## src/rtl/elevator_status_display.sv

```systemverilog
// Status display for the elevator controller: multiplexed 4-digit 7-segment
// readout, per-floor request LEDs and alarm LED/buzzer with blink and hold-off.
module elevator_status_display #(
  parameter int floor     = 6,
  parameter int SCAN_DIV  = 50000,
  parameter int BLINK_DIV = 12500000,
  parameter int HOLD_CYC  = 25000000
) (
  input  logic             clk,
  input  logic             rst,
  input  logic [floor-1:0] currentFloor,
  input  logic             movingUp,
  input  logic             movingDown,
  input  logic             doorOpen,
  input  logic             fault,
  input  logic [floor-1:0] queueUp,
  input  logic [floor-1:0] queueDown,
  input  logic [floor-1:0] queueinside,
  output logic [6:0]       seg,
  output logic [3:0]       an,
  output logic [floor-1:0] reqLed,
  output logic             alarmLed,
  output logic             buzzer
);

  localparam int SW = $clog2(SCAN_DIV);
  localparam int BW = $clog2(BLINK_DIV);
  localparam int HW = (HOLD_CYC > 1) ? $clog2(HOLD_CYC) : 1;

  localparam logic [6:0] SEG_E     = 7'b0000110;
  localparam logic [6:0] SEG_U     = 7'b1000001;
  localparam logic [6:0] SEG_D     = 7'b0100001;
  localparam logic [6:0] SEG_DASH  = 7'b0111111;
  localparam logic [6:0] SEG_O     = 7'b1000000;
  localparam logic [6:0] SEG_C     = 7'b1000110;
  localparam logic [6:0] SEG_F     = 7'b0001110;
  localparam logic [6:0] SEG_BLANK = 7'b1111111;

  typedef enum logic [1:0] {IDLE, ALARM, HOLD} alarm_state_e;

  alarm_state_e    state_q, state_d;
  logic [SW-1:0]   scan_cnt_q, scan_cnt_d;
  logic [1:0]      digit_idx_q, digit_idx_d;
  logic [BW-1:0]   blink_cnt_q, blink_cnt_d;
  logic            blink_q, blink_d;
  logic [HW-1:0]   hold_cnt_q, hold_cnt_d;
  logic [6:0]      seg_q, seg_d;
  logic [3:0]      an_q, an_d;
  logic [floor-1:0] req_q, req_d;
  logic            alarm_led_q, alarm_led_d;
  logic            buzzer_q, buzzer_d;

  logic [3:0]      floor_hits;
  logic [3:0]      floor_num;
  logic            bad_floor;
  logic            dir_conflict;
  logic            fault_eff;

  function automatic logic [6:0] num_seg(input logic [3:0] num);
    case (num)
      4'd1:    num_seg = 7'b1111001;
      4'd2:    num_seg = 7'b0100100;
      4'd3:    num_seg = 7'b0110000;
      4'd4:    num_seg = 7'b0011001;
      4'd5:    num_seg = 7'b0010010;
      4'd6:    num_seg = 7'b0000010;
      4'd7:    num_seg = 7'b1111000;
      4'd8:    num_seg = 7'b0000000;
      4'd9:    num_seg = 7'b0010000;
      default: num_seg = SEG_E;
    endcase
  endfunction

  // NOTE: every variable gets a default before the loop so no latch is inferred.
  always_comb begin
    floor_hits = '0;
    floor_num  = '0;
    for (int i = 0; i < floor; i++) begin
      if (currentFloor[i]) begin
        floor_hits = floor_hits + 4'd1;
        floor_num  = 4'(i + 1);
      end
    end
  end

  assign bad_floor    = (floor_hits != 4'd1);
  assign dir_conflict = movingUp & movingDown;
  assign fault_eff    = fault | bad_floor | dir_conflict;

  always_comb begin
    scan_cnt_d  = scan_cnt_q + SW'(1);
    digit_idx_d = digit_idx_q;
    if (scan_cnt_q == SW'(SCAN_DIV - 1)) begin
      scan_cnt_d  = '0;
      digit_idx_d = digit_idx_q + 2'd1;
    end

    blink_cnt_d = blink_cnt_q + BW'(1);
    blink_d     = blink_q;
    if (blink_cnt_q == BW'(BLINK_DIV - 1)) begin
      blink_cnt_d = '0;
      blink_d     = ~blink_q;
    end
  end

  // Digit content follows live inputs so the readout keeps updating during an alarm.
  always_comb begin
    seg_d = SEG_BLANK;
    unique case (digit_idx_q)
      2'd0: seg_d = bad_floor ? SEG_E : num_seg(floor_num);
      2'd1: begin
        if (dir_conflict)    seg_d = SEG_E;
        else if (movingUp)   seg_d = SEG_U;
        else if (movingDown) seg_d = SEG_D;
        else                 seg_d = SEG_DASH;
      end
      2'd2: seg_d = doorOpen ? SEG_O : SEG_C;
      2'd3: seg_d = (state_q != IDLE) ? SEG_F : SEG_BLANK;
    endcase
    an_d  = ~(4'b0001 << digit_idx_q);
    req_d = queueUp | queueDown | queueinside;
  end

  always_comb begin
    state_d     = state_q;
    hold_cnt_d  = hold_cnt_q;
    alarm_led_d = 1'b0;
    buzzer_d    = 1'b0;
    unique case (state_q)
      IDLE: begin
        if (fault_eff) state_d = ALARM;
      end
      ALARM: begin
        alarm_led_d = blink_q;
        buzzer_d    = blink_q;
        if (!fault_eff) begin
          state_d    = HOLD;
          hold_cnt_d = '0;
        end
      end
      HOLD: begin
        alarm_led_d = 1'b1;
        // A new fault re-arms before the hold-off can expire.
        if (fault_eff)                               state_d    = ALARM;
        else if (hold_cnt_q == HW'(HOLD_CYC - 1))    state_d    = IDLE;
        else                                         hold_cnt_d = hold_cnt_q + HW'(1);
      end
      default: state_d = IDLE;
    endcase
  end

  // NOTE: sequential state uses non-blocking assignments so all registers
  // sample the same pre-edge values.
  always_ff @(posedge clk or posedge rst) begin
    if (rst) begin
      state_q     <= IDLE;
      scan_cnt_q  <= '0;
      digit_idx_q <= '0;
      blink_cnt_q <= '0;
      blink_q     <= 1'b0;
      hold_cnt_q  <= '0;
      seg_q       <= 7'h7F;
      an_q        <= 4'hF;
      req_q       <= '0;
      alarm_led_q <= 1'b0;
      buzzer_q    <= 1'b0;
    end else begin
      state_q     <= state_d;
      scan_cnt_q  <= scan_cnt_d;
      digit_idx_q <= digit_idx_d;
      blink_cnt_q <= blink_cnt_d;
      blink_q     <= blink_d;
      hold_cnt_q  <= hold_cnt_d;
      seg_q       <= seg_d;
      an_q        <= an_d;
      req_q       <= req_d;
      alarm_led_q <= alarm_led_d;
      buzzer_q    <= buzzer_d;
    end
  end

  assign seg      = seg_q;
  assign an       = an_q;
  assign reqLed   = req_q;
  assign alarmLed = alarm_led_q;
  assign buzzer   = buzzer_q;

endmodule

```

## config.mk

```make
export PLATFORM = sky130hd
export DESIGN_NAME = elevator_status_display
export DESIGN_NICKNAME = d
export VERILOG_FILES = /design/src/rtl/elevator_status_display.sv
export SDC_FILE = /design/constraint.sdc
export NUM_CORES = 1
export LEC_CHECK = 0
export CORE_MARGIN = 3
export CORE_UTILIZATION = 52
export DETAILED_ROUTE_END_ITERATION = 6
export GPL_ROUTABILITY_DRIVEN = 0
export PLACE_DENSITY = 0.83
export SLEW_MARGIN = 20
export SYNTH_ARGS = -nofsm -noshare
export SYNTH_HDL_FRONTEND = slang
export SYNTH_SLANG_ARGS = --single-unit
```

## constraint.sdc

```tcl
create_clock -name clk -period 2.7 [get_ports clk]
set_clock_uncertainty 0.1 [all_clocks]
set_input_delay 0.405 -clock clk [delete_from_list [all_inputs] [get_ports clk]]
set_output_delay 0.405 -clock clk [all_outputs]
set_load 0.03 [all_outputs]
```

==> results of run 1 <==
-- state kept, by name, indices dropped and copies added (netlist names), 2 cells and up --
signal and count:
seg 7, hold_cnt_q 25, blink_cnt_q 24, digit_idx_q 2, an 4, scan_cnt_q 16
reqLed 6, state_q 2
-- final cells by class --
class	count	area, µm²	share of cell area, %
Multi-Input combinational cell	365	2800	42.2
Inverter	27	123	1.85
Clock buffer	9	124	1.86
Clock inverter	7	85.1	1.28
Timing Repair Buffer	107	1130	17.1
Sequential cell	89	2240	33.7
Tap cell	108	135	2.03
-- critical path, stage by stage --
cell	delay (ns)
buf_12	0.10
inv_12	0.03
ha_4	0.13
and2_4	0.17
nor2_4	0.17
ha_4	0.24
nand2_4	0.07
o31ai_4	0.06
ha_1	0.31
inv_2	0.05
a21oi_2	0.13
ha_2	0.19
nand2_2	0.06
xor2_2	0.16
xnor2_1	0.19
nand3_2	0.15
buf_6	0.18
clkbuf_16	0.16
buf_8	0.13
buf_4	0.13
o211ai_1	0.25
nand3_2	0.13
-- worst paths after layout --
check,slack [ns],end,depth (start not counted)
max in group asynchronous,1.73,an[1],3
setup / recovery,-0.74,state_q[0],22
hold reg to reg,0.37,blink_q,1
setup reg to reg,-0.13,hold_cnt_q[15],7
min in group asynchronous,0.40,blink_cnt_q[10],3
hold / removal,0.37,blink_q,1
-- per-layer routing --
layer	up-vias	part of all wire, %
li1	1996	-
met1	2232	38
met2	237	50
met3	80	5.8
met4	0	5.7
met5	-	0
-- layout by cell type (no fill, tap or decap), types with 7 or more instances in the layout --
cell type	instances
o21ai_0	9
clkdlybuf4s50_1	44
nor2_1	42
or4_4	14
nand3_1	28
a21oi_1	9
or3_1	7
xor2_1	21
nand2_1	37
buf_6	7
clkbuf_8	9
buf_4	40
dfstp_2	11
o31ai_1	15
a21oi_2	20
inv_1	22
xnor2_1	18
nand4_1	15
and3_1	12
dfrtp_1	78
ha_1	24
-- metrics by stage --
stage	total power [mW]	cell area (µm²)	hold slack [ns]	setup WS (ns)
2_1_floorplan	1.87	4980	0.334	-0.660
3_3_place_gp	2.11	5790	0.353	-1.42
3_5_place_dp	2.14	5790	0.353	-1.57
4_1_cts	3.28	6260	0.370	-0.543
5_1_grt	3.66	6640	0.400	-0.879
6_report	3.58	6640	0.375	-0.739
-- repair_timing --
item | CTS | global route
setup buffers | 9 | 9
setup endpoints to repair | 34 | 34
hold buffers | 0 | 0
gates resized for setup | 38 | 62
hold endpoints to repair | 0 | 0
pin swaps | 12 | 36
gates cloned | 4 | 3
-- power by group through the flow --
stage	clock network (mW)	logic, mW	registers (mW)
5_1_grt	1.03	1.23	1.40
6_report	0.992	1.18	1.40
2_1_floorplan	0	0.403	1.46
4_1_cts	0.982	0.895	1.40
3_5_place_dp	0	0.714	1.42
3_3_place_gp	0	0.683	1.42
-- logic make-up (layout without fill, tap and decap cells) --
kind of cell | Yosys count | count (layout) | share of synthesized area [%]
AND/OR/NAND/NOR | 209 | 210 | 23.3
flip-flops | 89 | 89 | 45.8
AO/OA/AOI/OAI | 85 | 85 | 11.3
buffers and inverters | 44 | 150 | 4.43
XOR/XNOR | 43 | 43 | 8.16
adder cells (fa/ha/maj) | 27 | 27 | 6.91
==> results.yml, run 1 <==
setup_path:
  setup.worst_path.class: "in -> reg"
  crit_start: "currentFloor[1]"
  cp-start-kind: "input pin"
  path_max_fanout: 6
  critPathRequiredTime_ns: 2.85
  arrival_ns: 3.59
  timing.rr.start: "hold_cnt_q[23]"
  endpoint_kind: "register"
timing:
  period_share_pct: 127
  slew_violations: 0
  rsz0062_at_grt: "yes"
  fin_ws_ns: -0.739
  min_period_ns: 3.44
  finalSetupTns_ns: -20.79
  hold_violations: 0
  worstMarginPinSlew_ns: 0.468
  slew-limit-headroom_pct: 68.4
  max_freq_mhz: 291
  setup_viol: 34
cells_and_area:
  layout-drive-gt1-share_pct: 27.2
  stdcell_count: 712
  fin_nets: 656
  insertedDiodeCount: 0
  fillers: 541
  area_growth_pct: 35.9
  final_util_pct: 74.4
route:
  drcViolationCount: 0
  viasPerCell: 6.38
  ant_nets: 0
  totalWireLength_um: 14500
  dr.pass1.iters: 5
  wl_per_cell_um: 20.4
  drt_iter0_drc: 539
  via_count: 4545
floorplanning:
  io_pins: 49
  dieArea_mm2: 0.0106
  die_h_um: 103
  start_util_pct: 54.7
  die_w_um: 103
  coreArea_mm2: 0.00893
  rows: 34
clocking:
  cts_tree: "built"
  clockBufferDepth: 2
  cts_made_buffers: 9
  h-tree-depth: 3
  ctsRootBufferMaster: "clkbuf_8"
  clock_latency_ns: 0.38
  clk_pin_slew_ns: 0.09
  cts.sinks: 89
pwr:
  power.switching_mw: 1.18
  p_leak_nw: 2.82
  vdd_ir_drop_max_mv: 0.451
  power_density_mw_per_mm2: 538
  netSwitchingFraction_pct: 32.9
  seq_power_share_pct: 39.2
  p_comb_share_pct: 33.1
  power_frac_clock_pct: 27.7
  p_int_mw: 2.40
synth:
  yosys-top-cells-count: "dfrtp_1, nor2_1, nand2_1"
  synth-edff-count: 0
  synth_top_area_cell: "dfrtp_1"
  syn_nets: 554
  ys_top_cells_by_area: "dfrtp_1, ha_1, dfstp_2, xor2_1, nor2_1"
  syn_inst: 497
  async_reset_ff_share_pct: 100
  netlist_area_mm2: 0.00489
  synth_most_common_cell: "dfrtp_1"
  ys_seq_area_share_pct: 45.8
  synth.top_cell.area_share_pct: 39.9
  yosys_warnings: 0
  yosys_register_bits: 89
  synth_top_flop_cell: "dfrtp_1"
  synth_area_per_cell_um2: 9.84
  synth_cell_types: 54
global_route:
  met2_usage_pct: 42.2
  busiest_layer: "met2"
  antenna_found_initial: 0
  grt_max_degree: 58
  grt_pass1_wl_um: 20300
  grt_usage_pct: 24.3
  overflow: 0
  use_met1_pct: 30.7
  met3_usage_pct: 3.18
  grt_pass1_vias: 4331
run:
  cap_viol_max_count: 0
min_path:
  min_from: "blink_q"
  holdCritPathClass: "reg -> reg"
status:
  status: "finished, violations left"
  failed_checks: "setup timing"
placed_design:
  hpwl_um: 7620
  port-buffer-count: 48
  dp.cells: 671
Note: power is estimated with default switching activity, not from simulation.
==> inputs of run 2 (changes only) <==
--- a/config.mk
+++ b/config.mk
@@ -5,11 +5,12 @@
 export SDC_FILE = /design/constraint.sdc
 export NUM_CORES = 1
 export LEC_CHECK = 0
+export ABC_CLOCK_PERIOD_IN_PS = 4300
 export CORE_MARGIN = 3
-export CORE_UTILIZATION = 52
+export CORE_UTILIZATION = 62
 export DETAILED_ROUTE_END_ITERATION = 6
 export GPL_ROUTABILITY_DRIVEN = 0
-export PLACE_DENSITY = 0.83
+export PLACE_DENSITY = 0.92
 export SLEW_MARGIN = 20
 export SYNTH_ARGS = -nofsm -noshare
 export SYNTH_HDL_FRONTEND = slang
==> constraint.sdc (replaced) <==
create_clock -name clk -period 4.3 [get_ports clk]
set_clock_uncertainty 0.1 [all_clocks]
set_input_delay 0.645 -clock clk [delete_from_list [all_inputs] [get_ports clk]]
set_output_delay 0.645 -clock clk [all_outputs]
set_load 0.03 [all_outputs]
==> results.yml, run 2 (synthesized netlist as in run 1, its figures left out) <==
status:
  status: "finished clean"
timing:
  worstMarginPinSlew_ns: 0.879
  min_period_ns: 4.17
  hold_violations: 0
  setup_viol: 0
  fin_ws_ns: 0.130
  slew_violations: 0
  max_freq_mhz: 240
  period_share_pct: 97.0
  slew-limit-headroom_pct: 40.9
  finalSetupTns_ns: 0
route:
  drt_iter0_drc: 537
  totalWireLength_um: 12200
  wl_per_cell_um: 18.2
  dr.pass1.iters: 7
  ant_nets: 0
  via_count: 4321
  drcViolationCount: 0
  viasPerCell: 6.42
floorplanning:
  die_h_um: 94.8
  rows: 31
  die_w_um: 94.8
  coreArea_mm2: 0.00745
  io_pins: 49
  start_util_pct: 65.6
  dieArea_mm2: 0.00899
clocking:
  clockBufferDepth: 2
  clk_pin_slew_ns: 0.09
  cts.sinks: 89
  cts_made_buffers: 9
  cts_tree: "built"
  h-tree-depth: 3
  ctsRootBufferMaster: "clkbuf_8"
  postCtsHoldBufs: 0
  clock_latency_ns: 0.37
setup_path:
  worstReg2RegEnd: "hold_cnt_q[13]"
  r2r_cells: 7
  arrival_ns: 4.36
  endpoint_kind: "register"
  timing.rr.start: "hold_cnt_q[6]"
  crit_start: "currentFloor[1]"
  r2r_setup_slack_ns: 1.59
  cp-endpoint: "hold_cnt_q[19]"
  setup.worst_path.class: "in -> reg"
  cp-start-kind: "input pin"
  critPathRequiredTime_ns: 4.49
  path_max_fanout: 13
global_route:
  grt_usage_pct: 26.5
  grt_pass1_wl_um: 18800
  grt_pass1_vias: 4061
  overflow: 0
  antenna_found_initial: 0
  grt_max_degree: 65
pwr:
  power_density_mw_per_mm2: 329
  vdd_ir_drop_max_mv: 0.227
  p_leak_nw: 2.58
cells_and_area:
  fin_nets: 626
  layout-drive-gt1-share_pct: 13.2
  area_growth_pct: 21.4
  fillers: 409
  layout_commonest_cell: "dfrtp_1"
  top_regs: "hold_cnt_q: 25 flops, blink_cnt_q: 24 flops, scan_cnt_q: 16 flops"
  final-seq-area_mm2: 0.00224
  final_cell_mix: "dfrtp_1, clkdlybuf4s50_1, nor2_1"
  multi_input_area_mm2: 0.00250
  largest_reg_flops: 25
  largest-register: "hold_cnt_q"
  insertedDiodeCount: 0
placed_design:
  place_ws_ns: -0.351
  port-buffer-count: 48
  hpwl_um: 7580
min_path:
  holdCritPathClass: "reg -> reg"
  min_from: "blink_q"
run:
  cap_viol_max_count: 0
-- run 2: cell count changes in the layout (fill, tap and decap cells not counted), moves of 4 or more --
| cell | previous run | this run |
|---|---|---|
| a21oi_1 | 9 | 26 |
| a21oi_2 | 20 | 3 |
| buf_12 | 6 | 1 |
| buf_4 | 40 | 26 |
| buf_6 | 7 | 0 |
| inv_1 | 22 | 26 |
| or4_1 | 4 | 18 |
| or4_4 | 14 | 0 |
-- run 2: worst min-delay path by stage --
stage | endpoint | slack [ns] | depth (start not counted)
2_1_floorplan | blink_q | 0.33 | 1
5_1_grt | blink_q | 0.40 | 1
3_5_place_dp | blink_q | 0.36 | 1
6_report | blink_q | 0.39 | 1
3_3_place_gp | blink_q | 0.35 | 1
4_1_cts | blink_q | 0.39 | 1
-- run 2: layout make-up --
type	count	share of cell area, %
Multi-Input combinational cell	364	42.1
Sequential cell	89	37.8
Timing Repair Buffer	78	13.0
Clock buffer	10	2.32
Tap cell	99	2.09
Inverter	27	1.75
Clock inverter	6	0.949
-- run 2: worst max-delay path: stages --
cell	delay (ns)
clkdlybuf4s50_1	0.48
inv_1	0.08
ha_4	0.28
xnor2_2	0.11
inv_1	0.07
ha_1	0.28
nand2_1	0.07
o31ai_1	0.10
ha_1	0.29
inv_1	0.06
a21oi_2	0.13
ha_1	0.16
nand2_1	0.08
xor2_2	0.19
xnor2_2	0.25
nand3_4	0.19
clkbuf_16	0.23
or4b_1	0.50
a21oi_1	0.16
-- run 2: timing repair --
item	4_1_cts	5_1_grt
endpoints found under the setup margin	0	33
resized for setup	0	12
buffers inserted	0	1
-- run 2: metal layers --
metal | up-vias | share of wire (%) | global-route usage (%)
met2 | 272 | 50 | 45.0
li1 | 1936 | - | -
met3 | 66 | 7.2 | 4.70
met5 | - | 0 | 0
met4 | 0 | 4.1 | 11.3
met1 | 2047 | 38 | 33.3
-- run 2: where the power goes --
group / switching (mW) / leakage, nW / internal (mW)
sequential: 0.0130 / 1.15 / 0.864
clock: 0.333 / 0.0977 / 0.240
combinational: 0.284 / 1.33 / 0.220
total: 0.630 / 2.58 / 1.32
-- run 2: stage by stage --
step                      util [%]  hold WS, ns  std cells  total power, mW  area (µm²)
after global placement        75.0        0.350        653             1.28        5590
after detailed placement      75.0        0.357        653             1.30        5590
after floorplan                  -        0.334        497             1.15        4890
after global routing          79.7        0.402        673             2.02        5930
final                         79.7        0.393        673             1.95        5930
after CTS                     77.6        0.393        669             1.86        5780
